**config.mk**
```make
export PLATFORM = sky130hd
export DESIGN_NAME = seq_calc_acc_flat
export DESIGN_NICKNAME = d
export VERILOG_FILES = /design/src/rtl/seq_calc_acc_if.sv /design/src/rtl/seq_calc_acc.sv /design/src/flat_wrapper.sv
export SDC_FILE = /design/constraint.sdc
export NUM_CORES = 1
export LEC_CHECK = 0
export ABC_AREA = 1
export ABC_CLOCK_PERIOD_IN_PS = 5200
export BUFFER_PORTS_ARGS = -buffer_cell sky130_fd_sc_hd__buf_2
export CAP_MARGIN = 20
export CORE_MARGIN = 2
export CORE_UTILIZATION = 50
export CTS_CLUSTER_SIZE = 14
export DETAILED_ROUTE_END_ITERATION = 10
export GPL_TIMING_DRIVEN = 0
export HOLD_SLACK_MARGIN = 0.15
export PLACE_DENSITY = 0.74
export SLEW_MARGIN = 10
export SYNTH_ARGS = -nofsm -noshare
export SYNTH_HDL_FRONTEND = slang
export SYNTH_SLANG_ARGS = --single-unit
```
**constraint.sdc**
```tcl
create_clock -name clk -period 5.2 [get_ports clk]
set_input_delay 1.04 -clock clk [delete_from_list [all_inputs] [get_ports clk]]
set_output_delay 1.04 -clock clk [all_outputs]
set_load 0.05 [all_outputs]
```
**src/rtl/seq_calc_acc_if.sv**
```systemverilog
// Operand/result handshake bundle for seq_calc_acc.
// The calculator is the slave; the operand source and the result sink together form the master.
interface seq_calc_acc_if #(
   parameter int WIDTH = 4
);
   logic             in_valid;
   logic             in_ready;
   logic [2:0]       op;
   logic [WIDTH-1:0] a;
   logic [WIDTH-1:0] b;
   logic             use_acc;
   logic             out_valid;
   logic             out_ready;
   logic [WIDTH-1:0] result;
   logic             ovf;
   logic             ovf_sticky;
   logic             clr_ovf;

   modport master (
      output in_valid, op, a, b, use_acc, out_ready, clr_ovf,
      input  in_ready, out_valid, result, ovf, ovf_sticky
   );

   modport slave (
      input  in_valid, op, a, b, use_acc, out_ready, clr_ovf,
      output in_ready, out_valid, result, ovf, ovf_sticky
   );
endinterface

```
**src/rtl/seq_calc_acc.sv**
```systemverilog
// Registered WIDTH-bit calculator with an accumulator, wrap/saturate arithmetic and sticky overflow.
// Each operation runs IDLE -> EXEC -> DONE; a new operand set is accepted only in IDLE.
module seq_calc_acc #(
   parameter int WIDTH    = 4,
   parameter bit SATURATE = 1'b0
) (
   input  logic          clk,
   input  logic          rst_n,
   seq_calc_acc_if.slave bus
);
   localparam logic [WIDTH-1:0] MAXP = {1'b0, {(WIDTH-1){1'b1}}};
   localparam logic [WIDTH-1:0] MINN = {1'b1, {(WIDTH-1){1'b0}}};

   typedef enum logic [1:0] {IDLE, EXEC, DONE} stateT;

   stateT            stateReg, stateNext;
   logic [2:0]       opReg;
   logic [WIDTH-1:0] aReg, bReg, accReg, resultReg;
   logic             ovfReg, stickyReg;

   logic [WIDTH-1:0] addX, addY, sum, absIn, absNeg, calcResult;
   logic [WIDTH:0]   carry;
   logic             addCin, isAbs, calcOvf;

   // Route the latched operands to the shared adder or to the absolute-value path.
   always_comb begin
      addX   = '0;
      addY   = '0;
      addCin = 1'b0;
      absIn  = '0;
      isAbs  = 1'b0;
      unique case (opReg[2:1])
         2'b00: begin
            addX   = aReg;
            addY   = opReg[0] ? ~bReg : bReg;
            addCin = opReg[0];
         end
         2'b01: begin
            isAbs = 1'b1;
            absIn = bReg;
         end
         2'b10: begin
            addX   = bReg;
            addY   = opReg[0] ? ~aReg : aReg;
            addCin = opReg[0];
         end
         default: begin
            isAbs = 1'b1;
            absIn = aReg;
         end
      endcase
   end

   // Explicit ripple chain so the carry into and out of the sign bit are both visible.
   assign carry[0] = addCin;
   genvar gi;
   generate
      for (gi = 0; gi < WIDTH; gi++) begin : gRipple
         assign sum[gi]      = addX[gi] ^ addY[gi] ^ carry[gi];
         assign carry[gi+1]  = (addX[gi] & addY[gi]) | (carry[gi] & (addX[gi] ^ addY[gi]));
      end
   endgenerate

   assign absNeg = ~absIn + 1'b1;

   always_comb begin
      calcOvf    = 1'b0;
      calcResult = sum;
      if (isAbs) begin
         if (!absIn[WIDTH-1]) begin
            calcResult = absIn;
         end else if (absIn == MINN) begin
            calcOvf    = 1'b1;
            calcResult = SATURATE ? MAXP : MINN;
         end else begin
            calcResult = absNeg;
         end
      end else begin
         calcOvf = carry[WIDTH] ^ carry[WIDTH-1];
         // Both addends share the sign of addX when overflow occurs, so it gives the clamp direction.
         if (calcOvf && SATURATE) begin
            calcResult = addX[WIDTH-1] ? MINN : MAXP;
         end
      end
   end

   always_comb begin
      stateNext = stateReg;
      unique case (stateReg)
         IDLE:    if (bus.in_valid) stateNext = EXEC;
         EXEC:    stateNext = DONE;
         DONE:    if (bus.out_ready) stateNext = IDLE;
         default: stateNext = IDLE;
      endcase
   end

   always_ff @(posedge clk or negedge rst_n) begin
      if (!rst_n) begin
         stateReg  <= IDLE;
         opReg     <= '0;
         aReg      <= '0;
         bReg      <= '0;
         accReg    <= '0;
         resultReg <= '0;
         ovfReg    <= 1'b0;
         stickyReg <= 1'b0;
      end else begin
         stateReg <= stateNext;
         if (stateReg == IDLE && bus.in_valid) begin
            opReg <= bus.op;
            aReg  <= bus.use_acc ? accReg : bus.a;
            bReg  <= bus.b;
         end
         if (stateReg == EXEC) begin
            resultReg <= calcResult;
            ovfReg    <= calcOvf;
            accReg    <= calcResult;
         end
         // A fresh overflow outranks a simultaneous clear request.
         if (stateReg == EXEC && calcOvf) begin
            stickyReg <= 1'b1;
         end else if (bus.clr_ovf) begin
            stickyReg <= 1'b0;
         end
      end
   end

   assign bus.in_ready   = (stateReg == IDLE);
   assign bus.out_valid  = (stateReg == DONE);
   assign bus.result     = resultReg;
   assign bus.ovf        = ovfReg;
   assign bus.ovf_sticky = stickyReg;
endmodule

```
**src/flat_wrapper.sv**
```systemverilog
// flat-port wrapper written by rule: the top's interface ports become plain ports
module seq_calc_acc_flat 
#(
   parameter int WIDTH    = 4,
   parameter bit SATURATE = 1'b0
)
  (clk, rst_n, bus_in_valid, bus_op, bus_a, bus_b, bus_use_acc, bus_out_ready, bus_clr_ovf, bus_in_ready, bus_out_valid, bus_result, bus_ovf, bus_ovf_sticky);
  seq_calc_acc_if #(.WIDTH(WIDTH)) bus_i ();
  input  logic clk;
  input  logic rst_n;
  input wire logic [$bits(bus_i.in_valid)-1:0] bus_in_valid;
  input wire logic [$bits(bus_i.op)-1:0] bus_op;
  input wire logic [$bits(bus_i.a)-1:0] bus_a;
  input wire logic [$bits(bus_i.b)-1:0] bus_b;
  input wire logic [$bits(bus_i.use_acc)-1:0] bus_use_acc;
  input wire logic [$bits(bus_i.out_ready)-1:0] bus_out_ready;
  input wire logic [$bits(bus_i.clr_ovf)-1:0] bus_clr_ovf;
  output wire logic [$bits(bus_i.in_ready)-1:0] bus_in_ready;
  output wire logic [$bits(bus_i.out_valid)-1:0] bus_out_valid;
  output wire logic [$bits(bus_i.result)-1:0] bus_result;
  output wire logic [$bits(bus_i.ovf)-1:0] bus_ovf;
  output wire logic [$bits(bus_i.ovf_sticky)-1:0] bus_ovf_sticky;
  assign bus_i.in_valid = bus_in_valid;
  assign bus_i.op = bus_op;
  assign bus_i.a = bus_a;
  assign bus_i.b = bus_b;
  assign bus_i.use_acc = bus_use_acc;
  assign bus_i.out_ready = bus_out_ready;
  assign bus_i.clr_ovf = bus_clr_ovf;
  assign bus_in_ready = bus_i.in_ready;
  assign bus_out_valid = bus_i.out_valid;
  assign bus_result = bus_i.result;
  assign bus_ovf = bus_i.ovf;
  assign bus_ovf_sticky = bus_i.ovf_sticky;
  seq_calc_acc #(.WIDTH(WIDTH), .SATURATE(SATURATE)) u_core (.clk(clk), .rst_n(rst_n), .bus(bus_i));
endmodule
```
* Yosys cells after proc, flatten, opt, wreduce, memory -nomap -nowiden *
Index checks and enable logic that the tools add are counted.

word-level totals
  input bits = 17
  flip-flop bits (word level) = 19
  bits in read-only memories = 0
  RAM bits = 0
  memories kept = 0
  latch bits = 0
  word-level logic and storage cells = 64

operators by class
  multipliers = 0
  equality and inequality tests = 7
  add/sub/neg operators = 1
  bitwise operators = 24
  muxes and demuxes = 18
  shift operators = 0
  $lt $le $gt $ge = 0
  divide/modulo/power cells = 0
  reduce and logical (&&, ||, !) cells = 7

operators by type and width
  cell                 count
  $mux 4               6
  $pmux 4 s2           3
  $not 4->4            3
  $xor 1x1->1          9
  $and 1x1->1          8
  $mux 1               6
  $pmux 2 s3           1
  $add 4x1->4 const B  1
  $eq 2x1->1 const B   2
  $eq 2x2->1 const B   2
  $eq 4x4->1 const B   1
  $logic_not 2->1      2
  $mux 2               2
  $ne 2x2->1 const B   2
  $or 1x1->1           4
  $logic_and 1x1->1    2
  $reduce_and 2->1     1
  $reduce_bool 2->1    1
  $reduce_or 2->1      1

* Depth between registers and ports, before layout *
Gate-level depths: netlist of run 1.

  depth in word-level cells = 16
  mapped depth = 16
  mapped depth without buffers = 15

* Least setup slack after synthesis of run 1 *
No wires, ideal clock.

  path type = register to register
  start = register u_core.opReg[0]
  end = register u_core.stickyReg (netlist: u_core.bus.ovf_sticky)
  data required time = 5.074 ns
  path slack = 2.303 ns
  setup time = 0.126 ns
  arrival time = 2.771 ns
  cell stages (with the launch flop) = 17
  period minus slack after synthesis = 2.897 ns
  path through = dfrtp_1 clkbuf_1 inv_1 nand2_1 nand3_1 o21ai_0 fa_1 fa_1 inv_1 fa_1 inv_1 fa_1 xnor2_1 nand2_1 nand2_1 nand2_1 o21ai_0

on the way
  cells in the longest elaborated chain, start to end = 15

ends and longest elaborated chain
  what                                                RTL line                                RTL
  start, declared                                     seq_calc_acc.sv:17                      logic [2:0] opReg;
  start signal, assigned                              seq_calc_acc.sv:110                     opReg <= bus.op;
  $mux 4 (on tied branches)                           seq_calc_acc.sv:44, seq_calc_acc.sv:35
  $pmux 4 s2                                          seq_calc_acc.sv:32                      unique case (opReg[2:1])
  $xor 1x1->1                                         seq_calc_acc.sv:60                      assign carry[gi+1] = (addX[gi] & addY[gi]) | (carry[gi] & (addX[gi] ^ addY[gi]));
  $and 1x1->1                                         seq_calc_acc.sv:60
  $or 1x1->1                                          seq_calc_acc.sv:60
  $and 1x1->1                                         seq_calc_acc.sv:60
  $or 1x1->1                                          seq_calc_acc.sv:60
  $and 1x1->1                                         seq_calc_acc.sv:60
  $or 1x1->1                                          seq_calc_acc.sv:60
  $and 1x1->1                                         seq_calc_acc.sv:60
  $or 1x1->1                                          seq_calc_acc.sv:60
  $xor 1x1->1 *                                       seq_calc_acc.sv:79                      calcOvf = carry[WIDTH] ^ carry[WIDTH-1];
  $mux 1 *                                            seq_calc_acc.sv:69                      if (isAbs) begin
  $logic_and 1x1->1 *                                 seq_calc_acc.sv:120                     if (stateReg == EXEC && calcOvf) begin
  $mux 1 / $reduce_bool 2->1 (equally long branches)  n/a
  end signal, assigned                                seq_calc_acc.sv:106                     stickyReg <= 1'b0;
  end signal, assigned                                seq_calc_acc.sv:121                     stickyReg <= 1'b1;
  end signal, assigned                                seq_calc_acc.sv:123                     stickyReg <= 1'b0;
  end, declared                                       seq_calc_acc.sv:19                      logic ovfReg, stickyReg;

Every way passes the cells marked *; elsewhere a longest branch is shown, timed or not.
A chain may end at the register's enable or synchronous reset.

* Worst setup path in the final report of run 1 *
  start = register u_core.opReg[1]
  end = register u_core.stickyReg (netlist: u_core.bus.ovf_sticky)

on the way
  cells in the longest elaborated chain, start to end = 15

ends and longest elaborated chain
  what                                                  RTL line
  $eq 2x2->1 / $logic_not 2->1 (equally long branches)  seq_calc_acc.sv:32
  $pmux 4 s2 / $reduce_or 2->1 (equally long branches)  n/a
  $xor 1x1->1 / $mux 1 (equally long branches)          seq_calc_acc.sv:60, seq_calc_acc.sv:32
  $and 1x1->1                                           seq_calc_acc.sv:60
  $or 1x1->1                                            seq_calc_acc.sv:60
  $and 1x1->1                                           seq_calc_acc.sv:60
  $or 1x1->1                                            seq_calc_acc.sv:60
  $and 1x1->1                                           seq_calc_acc.sv:60
  $or 1x1->1                                            seq_calc_acc.sv:60
  $and 1x1->1                                           seq_calc_acc.sv:60
  $or 1x1->1                                            seq_calc_acc.sv:60
  $xor 1x1->1                                           seq_calc_acc.sv:79
  $mux 1 *                                              seq_calc_acc.sv:69
  $logic_and 1x1->1 *                                   seq_calc_acc.sv:120
  $mux 1 / $reduce_bool 2->1 (equally long branches)    n/a

Marks and branches as above.

==> results.md, run 1 <==
* Yosys cell types at 17
* Non-Filler Instances at 218
* Largest cells by area after synthesis: dfrtp_1 (40%), nand2_1 (14%), inv_1 (9.4%), o21ai_0 (7.5%), fa_1 (6.7%)
* Placed Cells at 214
* Global Route Usage Sum at 0.241
* Fin crit period at 3.22 ns
* Max Freq at 311 MHz
* Critical path arrival at 3.44 ns
* Final hold violation count at 0
* Final wirelength at 2750 um
* Tcrit/Tclk final at 0.618
* Post-route cell area at 1370 um^2
* Syn Area/Cell at 7.34 um^2
* P&R area growth vs syn at 14.7%
* Clock slew at reported path FFs at 0.11 ns
* Post-CTS Setup Inserts at 0
* Core area at 2230 um^2
* Status: finished clean
* DP HPWL at 2220 um
* Synth area leader: dfrtp_1
* Internal power at 456 uW
* Sequential cell area at 475 um^2
* Vias post-DR at 1129
* Yosys warning total at 0
* Worst Path Required at 5.42 ns
* DRT Pass-1 Iters at 4
* RePlAce Congestion at 0.852
* Post-synth top area share at 0.397
* Post-CTS Resized at 0
* Routed Antenna Nets at 0
* Per-cell routed wire length at 12.6 um
* Seq/Total Area, Yosys at 0.397
* CTS Buffer Depth at 2
* Setup TNS Final at 0 ns
* Max-Cap Viols at 0
* Multi-input logic area at 582 um^2
* Gr ovfl total at 0
* Max rail drop VDD at 358 uV
* NumNets Final at 213
* Die ar. at 2800 um^2
* Port Buffers at 23
* Slew HR at 0.715
* Worst hold stages at 2
* First-pass GRT wire length at 4800 um
* Die Wd at 52.9 um
* Number of antenna violations at the first check in global routing at 0
* RSZ-0062 raised after global routing: false
* Clock power share at 0.079
* Yosys reg bits at 19
* Gate power share at 0.636
* P_sw at 531 uW
* CP peak stage delay at 0.44 ns
* Slew Limit Fails at 0
* Cts-stage hold buffer count at 0
* Sw frac at 0.538
* H-tree levels at 1
* Gate Count Post-Synth at 163
* FF-to-FF path depth at 15
* TritonCTS Sinks at 19
* Crit path launch type: flip-flop
* FP Rows at 17
* RR Endpoint: u_core.bus.ovf_sticky
* Ant diodes at 0
* Largest net degree at the start of global routing at 20
* Hold Path Class: flip-flop to flip-flop
* Worst skew pair latency at 0.29 ns
* Clock Skews at 0.00305 ns
* R2R setup slack at 1.98 ns
* CTS Buf Count at 3
* Net Count, Synth at 185
* Pwr Total at 987 uW
* Worst path cell trace: buf_4 -> inv_1 -> nand2_1 -> o21ai_0 -> fa_1 -> fa_1 -> inv_1 -> fa_1 -> inv_1 -> fa_1 -> xnor2_1 -> nand2_1 -> nand2_1 -> nand2_1 -> o21ai_0
* Die Ht at 52.9 um
* Crit path launch: u_core.opReg[1]
* Crit path max fanout at 10
* Commonest non-fill, non-tap cell in the layout: nand2_1
* RR Startpoint: u_core.opReg[1]
* DP Area at 1350 um^2
* Iter 0 DRT Violations at 28
* WHS Endpoint: u_core.bus.ovf
* Crit path max-delay family: adder cells
* Critical path class: flip-flop to flip-flop
* Drc violations at 0
* Sequential power share at 0.286
* Synth Cell Area at 1200 um^2
* Min-delay src: u_core.bus.ovf
* Avg Vias per Cell at 5.18
* CP Buf/Inv Count at 4
* Hold_ws at 0.490 ns
* Vias in the first global route at 1070
* Fillers at 228
* I/O pins at 25
* Worst Setup End Kind: flip-flop
* Starting Density at 0.536
* CP max-delay cell: fa_1
* Commonest cells after routing, fill and taps aside: nand2_1 (44), inv_1 (30), buf_2 (25)
* Share of layout cells above drive strength 1 at 0.158
* Tightest Pin Transition at 0.427 ns
* Final setup violation count at 0
* CTS root buffer: clkbuf_4
* Cell leakage power at 0.000732 uW
* CTS tree: built
* P per Cell Area at 719 nW/um^2
layer usage:
layer  global-route usage  wire length (um)  share of wire
met1                0.330              1250           0.45
met4               0.0641                10         0.0036
met2                0.400              1400           0.51
met3               0.0339                88          0.032
met5                    0                 0              0
sequential cells by signal, summed over array words and instances, names as in the netlist:
name and count:
u_core.accReg 4, u_core.opReg 3, u_core.bus.ovf_sticky 1, u_core.stateReg 2, u_core.bus.ovf 1, u_core.bReg 4, u_core.aReg 4
worst max-delay path by stage:
stage | to | slack (ns) | depth (start not counted)
after floorplan | u_core.bus.ovf_sticky | 2.30 | 16
after global placement | u_core.bus.ovf_sticky | 2.09 | 16
after detailed placement | u_core.bus.ovf_sticky | 2.02 | 15
after CTS | u_core.bus.ovf_sticky | 1.99 | 15
after global routing | u_core.bus.ovf_sticky | 1.74 | 16
final | u_core.bus.ovf_sticky | 1.98 | 15
layout make-up:
type	instances	share of cell area
Multi-Input combinational cell	109	0.424
Sequential cell	19	0.346
Timing Repair Buffer	23	0.0839
Inverter	30	0.0820
Tap cell	28	0.0255
Clock buffer	4	0.0191
Buffer	5	0.0191
cells in the mapped netlist:
| cell type | instances |
|---|---|
| nand2_1 | 44 |
| inv_1 | 30 |
| dfrtp_1 | 19 |
| o21ai_0 | 18 |
| nand3_1 | 14 |
| nor2_1 | 9 |
| a21oi_1 | 5 |
| xnor2_1 | 5 |
| fa_1 | 4 |
| o211ai_1 | 4 |
| o22ai_1 | 4 |
| buf_2 | 2 |
| buf_4 | 1 |
| clkbuf_1 | 1 |
| clkbuf_2 | 1 |
| ha_1 | 1 |
| nand4_1 | 1 |
power groups by stage:
stage	clock, uW	sequential (uW)	combinational (uW)
5_1_grt	85.0	291	712
4_1_cts	79.5	280	632
2_1_floorplan	0	339	414
6_report	77.5	282	628
3_5_place_dp	0	284	629
3_3_place_gp	0	280	610
logic make-up (layout without fill, tap and decap cells):
kind of cell / Yosys count / in the layout / share of synthesized area
AND/OR/NAND/NOR: 68 / 68 / 0.230
AO/OA/AOI/OAI: 31 / 31 / 0.142
flip-flops: 19 / 19 / 0.397
buffers and inverters: 35 / 62 / 0.116
adder cells (fa/ha/maj): 5 / 5 / 0.0774
XOR/XNOR: 5 / 5 / 0.0366
through the flow:
stage | utilization | worst slack [ns]
6_report | 0.615 | 1.98
3_5_place_dp | 0.603 | 2.02
3_3_place_gp | 0.603 | 2.09
5_1_grt | 0.615 | 1.74
4_1_cts | 0.615 | 1.99
2_1_floorplan | - | 2.30
worst reg2reg max path, stage by stage (launching register included):
cell	delay, ns
dfrtp_1	0.43
buf_4	0.20
inv_1	0.11
nand2_1	0.20
o21ai_0	0.17
fa_1	0.43
fa_1	0.37
inv_1	0.08
fa_1	0.20
inv_1	0.07
fa_1	0.44
xnor2_1	0.18
nand2_1	0.07
nand2_1	0.06
nand2_1	0.06
o21ai_0	0.08
Note: power is estimated with default switching activity, not from simulation.
==> inputs of run 2 (changes only) <==
ABC_CLOCK_PERIOD_IN_PS = 3300   (was 5200)
clock period = 3.3 ns   (was 5.2 ns; I/O delays follow)
==> results.md, run 2 (synthesis gave the netlist of run 1 again) <==
* CTS Buf Count at 3 (unchanged)
* RSZ-0062 raised after global routing: false
* Max Freq at 325 MHz (+4.5%)
* WP depth at 15 (unchanged)
* Share of layout cells above drive strength 1 at 0.178 (+0.0201)
* CTS tree: built
* Worst Path Required at 3.52 ns (-1.90 ns)
* FF-to-FF path depth at 15 (unchanged)
* Final setup violation count at 0 (unchanged)
* DP HPWL at 2220 um (unchanged)
* Tightest Pin Transition at 0.427 ns (-0.000122 ns)
* Worst Setup End Kind: flip-flop
* Gr ovfl total at 0 (unchanged)
* Vias in the first global route at 1070 (unchanged)
* Slew HR at 0.715 (about the same)
* Worst skew pair latency at 0.29 ns (about the same)
* Top flop regs: u_core.aReg x4, u_core.accReg x4, u_core.bReg x4
* Cts-stage hold buffer count at 0 (unchanged)
* Crit path launch: u_core.opReg[1]
* Clock slew at reported path FFs at 0.12 ns (about the same)
* CP max-delay cell: fa_1
* Worst path cell trace: buf_4 -> inv_1 -> nand2_2 -> o21ai_0 -> fa_1 -> fa_1 -> inv_1 -> fa_1 -> inv_1 -> fa_1 -> xnor2_1 -> nand2_1 -> nand2_1 -> nand2_1 -> o21ai_0
* CP peak stage delay at 0.44 ns (about the same)
* CTS root buffer: clkbuf_4
* Met1 WL at 1260 um (+0.64%)
* Critical path class: flip-flop to flip-flop
* Routed Antenna Nets at 0 (unchanged)
* Max rail drop VDD at 565 uV (+58%)
* Crit path max fanout at 10 (unchanged)
* RePlAce Congestion at 0.852 (unchanged)
* Max-Cap Viols at 0 (unchanged)
* Avg Vias per Cell at 5.16 (-0.46%)
* R2R setup slack at 0.22 ns (-1.76 ns)
* Die Wd at 52.9 um (unchanged)
* Iter 0 DRT Violations at 29 (+3.6%)
* Hold Path Class: input port to asynchronous set/reset pin
* Crit path launch type: flip-flop
* Final core occ at 0.621 (+0.00616)
* Sequential cell area at 475 um^2 (unchanged)
* TritonCTS Sinks at 19 (unchanged)
* Drc violations at 0 (unchanged)
* Clock Skews at 0.00455 ns (+0.00150 ns)
* Crit path top cell by count: fa_1
* Global Route Usage Sum at 0.241 (unchanged)
* I/O pins at 25 (unchanged)
* P&R area growth vs syn at 15.9%
* Ant diodes at 0 (unchanged)
* Tcrit/Tclk final at 0.933 (+0.315)
* Routed met3 length at 110 um (+25%)
* Multi-input logic area at 584 um^2 (+0.43%)
* Fillers at 226 (-0.88%)
* Die Ht at 52.9 um (unchanged)
* FP Rows at 17 (unchanged)
* First-pass GRT wire length at 4800 um (unchanged)
* CTS Buffer Depth at 2 (unchanged)
* Final hold violation count at 0 (unchanged)
* Setup TNS Final at 0 ns (unchanged)
* Port Buffers at 23 (unchanged)
* Slew Limit Fails at 0 (unchanged)
* DR top layer: met4
* Critical path arrival at 3.30 ns (-0.14 ns)
* Fin crit period at 3.08 ns (-0.137 ns)
* DRT Pass-1 Iters at 4 (unchanged)
* Commonest cells after routing, fill and taps aside: nand2_1 (43), inv_1 (29), buf_2 (25)
* RR Startpoint: u_core.opReg[1]
* Commonest non-fill, non-tap cell in the layout: nand2_1
* P per Cell Area at 1130 nW/um^2 (+58%)
* Crit path max-delay family: adder cells
* Per-cell routed wire length at 12.7 um (+0.52%)
* Status: finished clean
* Vias post-DR at 1129 (unchanged)
* NumNets Final at 214 (+0.47%)
* Cell leakage power at 0.000740 uW (+1.2%)
* Starting Density at 0.536 (unchanged)
* Die ar. at 2800 um^2 (unchanged)
* Core area at 2230 um^2 (unchanged)
* Number of antenna violations at the first check in global routing at 0 (unchanged)
* H-tree levels at 1 (unchanged)
* Largest net degree at the start of global routing at 20 (unchanged)
* Final wirelength at 2780 um (+0.98%)
* Routed wl met2 at 1380 um (-1.2%)
* CP Buf/Inv Count at 4 (unchanged)
-- run 2: layout make-up --
| cell class | instances | area share |
|---|---|---|
| Buffer | 4 | 0.0162 |
| Clock buffer | 4 | 0.0190 |
| Inverter | 30 | 0.0812 |
| Multi-Input combinational cell | 109 | 0.421 |
| Sequential cell | 19 | 0.343 |
| Tap cell | 28 | 0.0253 |
| Timing Repair Buffer | 25 | 0.0939 |
-- run 2: path summary, 6_finish.rpt --
| kind | endpoint |
|---|---|
| setup / recovery | u_core.bus.ovf_sticky |
| hold / removal | u_core.aReg[1] |
| setup reg to reg | u_core.bus.ovf_sticky |
| hold reg to reg | u_core.bus.ovf |
| max in group asynchronous | u_core.bReg[3] |
| min in group clk | u_core.bus.ovf |
-- run 2: timing repair --
action                                  4_1_cts  5_1_grt
gates resized for setup                       0        2
buffers inserted                              0        2
endpoints found under the setup margin        0        3
-- run 2: layer usage --
metal | up-vias | GRT usage
met5 | - | 0
met4 | 0 | 0.0641
met3 | 4 | 0.0339
met2 | 28 | 0.400
met1 | 526 | 0.330
li1 | 571 | -
-- run 2: metrics by stage --
step | instance area (um^2) | total power (uW) | setup slack, ns | hold slack [ns] | std cells
6_report | 1390 | 1570 | 0.221 | 0.281 | 219
5_1_grt | 1390 | 1730 | 0.00894 | 0.297 | 219
4_1_cts | 1370 | 1560 | 0.0880 | 0.295 | 218
3_5_place_dp | 1350 | 1440 | 0.120 | 0.464 | 214
3_3_place_gp | 1350 | 1400 | 0.191 | 0.458 | 214
2_1_floorplan | 1200 | 1190 | 0.403 | 0.364 | 163
-- run 2: report_power, final --
group	switching (uW)	internal, uW
Clock	74.5	47.0
Combinational	650	342
Sequential	116	343
Total	840	732
==> inputs of run 3 (changes only) <==
PLACE_DENSITY = 0.85   (was 0.74)
==> results.md, run 3 (synthesis gave the netlist of run 1 again) <==
* Final wirelength at 2740 um (-1.2%)
* Max rail drop VDD at 537 uV (-4.9%)
* DRT Pass-1 Iters at 4 (unchanged)
* P per Cell Area at 1120 nW/um^2 (-0.96%)
* Worst path cell trace: buf_4 -> inv_1 -> nand2_2 -> o22ai_1 -> fa_1 -> fa_1 -> inv_1 -> fa_1 -> inv_1 -> fa_1 -> xnor2_1 -> nand2_1 -> nand2_1 -> nand2_1 -> o21ai_0
* Sequential power share at 0.296 (+0.004)
* Max-Cap Viols at 0 (unchanged)
* Setup TNS Final at 0 ns (unchanged)
* Die Ht at 52.9 um (unchanged)
* Sw frac at 0.538 (+0.00320)
* Crit path launch type: flip-flop
* DP Area at 1350 um^2 (unchanged)
* CTS Buffer Depth at 2 (unchanged)
* NumNets Final at 213 (-0.47%)
* CTS root buffer: clkbuf_4
* Hold Path Class: input port to asynchronous set/reset pin
* Ant diodes at 0 (unchanged)
* Slew HR at 0.711 (-0.00406)
* R2R setup slack at 0.26 ns (+0.04 ns)
* Crit path max fanout at 10 (unchanged)
* Multi-input logic area at 584 um^2 (unchanged)
* Slew Limit Fails at 0 (unchanged)
* Worst Setup End Kind: flip-flop
* Vias post-DR at 1146 (+1.5%)
* Cts-stage hold buffer count at 0 (unchanged)
* Cell leakage power at 0.000735 uW (-0.67%)
* Pwr Total at 1550 uW (-1.5%)
* Share of layout cells above drive strength 1 at 0.174 (-0.00433)
* Routed Antenna Nets at 0 (unchanged)
* Clock Skews at 0.0110 ns (+0.00644 ns)
* Per-cell routed wire length at 12.6 um (-0.77%)
* Sequential cell area at 475 um^2 (unchanged)
* Internal power at 716 uW (-2.2%)
* Crit path top cell by count: fa_1
* RSZ-0062 raised after global routing: false
* Die ar. at 2800 um^2 (unchanged)
* Hold_ws at 0.261 ns (-0.0194 ns)
* Critical path class: flip-flop to flip-flop
* Iter 0 DRT Violations at 28 (-3.4%)
* FP Rows at 17 (unchanged)
* Max Freq at 329 MHz (+1.2%)
* Gr ovfl total at 0 (unchanged)
* Commonest cells after routing, fill and taps aside: nand2_1 (43), inv_1 (29), buf_2 (25)
* Drc violations at 0 (unchanged)
* DP HPWL at 2190 um (-1.2%)
* CP peak stage delay at 0.44 ns (about the same)
* P&R area growth vs syn at 15.3%
* Tightest Pin Transition at 0.433 ns (+0.00608 ns)
* Die Wd at 52.9 um (unchanged)
* Port Buffers at 23 (unchanged)
* Worst Path Required at 3.55 ns (+0.03 ns)
* Tcrit/Tclk final at 0.922 (-0.0108)
* Post-route cell area at 1380 um^2 (-0.54%)
* I/O pins at 25 (unchanged)
* Final hold violation count at 0 (unchanged)
* Non-Filler Instances at 218 (-0.46%)
* Fin crit period at 3.04 ns (-0.0357 ns)
* Avg Vias per Cell at 5.26 (+2.0%)
* Final setup violation count at 0 (unchanged)
* CP max-delay cell: fa_1
* TritonCTS Sinks at 19 (unchanged)
* Core area at 2230 um^2 (unchanged)
* Critical path arrival at 3.29 ns (about the same)
* Fillers at 212 (-6.2%)
* Largest net degree at the start of global routing at 20 (unchanged)
* Gate power share at 0.623 (-0.008)
* Clock slew at reported path FFs at 0.12 ns (about the same)
* RR Startpoint: u_core.opReg[1]
* Clock power share at 0.081 (+0.004)
* Global Route Usage Sum at 0.235 (-0.00654)
* H-tree levels at 1 (unchanged)
* First-pass GRT wire length at 4640 um (-3.5%)
* Starting Density at 0.536 (unchanged)
* P_sw at 833 uW (-0.90%)
* RePlAce Congestion at 0.868 (+1.9%)
* Commonest non-fill, non-tap cell in the layout: nand2_1
* Vias in the first global route at 1080 (+0.93%)
* Status: finished clean
* Top flop regs: u_core.aReg x4, u_core.accReg x4, u_core.bReg x4
* CTS tree: built
* Number of antenna violations at the first check in global routing at 0 (unchanged)
* Worst skew pair latency at 0.32 ns (+0.03 ns)
* Crit path launch: u_core.opReg[1]
* CTS Buf Count at 3 (unchanged)
* Placed Cells at 214 (unchanged)
-- run 3: worst max-delay path: cells and delay by family, from the launching register on --
kind,cells,cell delay (ns)
fa+ha+maj,4,1.44
buf+inv,4,0.46
flops,1,0.40
simple gates,4,0.34
compound gates,2,0.19
xor+xnor,1,0.18
-- run 3: layout make-up --
class / instances / area share
multi-input cells: 109 / 0.424
plain buffers: 4 / 0.0163
flip-flops and latches: 19 / 0.345
repair buffers: 24 / 0.0889
clock buffers: 4 / 0.0191
well taps: 28 / 0.0254
inverters: 30 / 0.0817
-- run 3: worst paths after layout --
kind,cells past startpoint,end
setup / recovery,15,u_core.bus.ovf_sticky
hold / removal,1,u_core.aReg[2]
setup reg to reg,15,u_core.bus.ovf_sticky
hold reg to reg,2,u_core.bus.ovf_sticky
max in group asynchronous,1,u_core.bReg[2]
min in group clk,2,u_core.bus.ovf_sticky
-- run 3: repair_timing --
item                                    4_1_cts  5_1_grt
gates resized for setup                       0        2
endpoints found under the setup margin        0        2
buffers inserted                              0        1
-- run 3: metrics by stage --
step | util | setup WS [ns]
3_3_place_gp | 0.603 | 0.228
3_5_place_dp | 0.603 | 0.151
2_1_floorplan | - | 0.403
4_1_cts | 0.615 | 0.131
5_1_grt | 0.617 | 0.0204
6_report | 0.617 | 0.257
-- run 3: metal layers --
layer	track usage	up-vias	share of wire
li1	-	570	-
met1	0.280	535	0.41
met2	0.408	36	0.53
met3	0.0395	5	0.046
met4	0.111	0	0.018
met5	0	-	0
-- run 3: power groups by stage --
stage	Clock (uW)	Sequential, uW	Combinational [uW]
after floorplan	0	534	653
after global placement	0	440	934
after detailed placement	0	445	969
after CTS	125	440	975
after global routing	135	473	1100
final	125	458	965
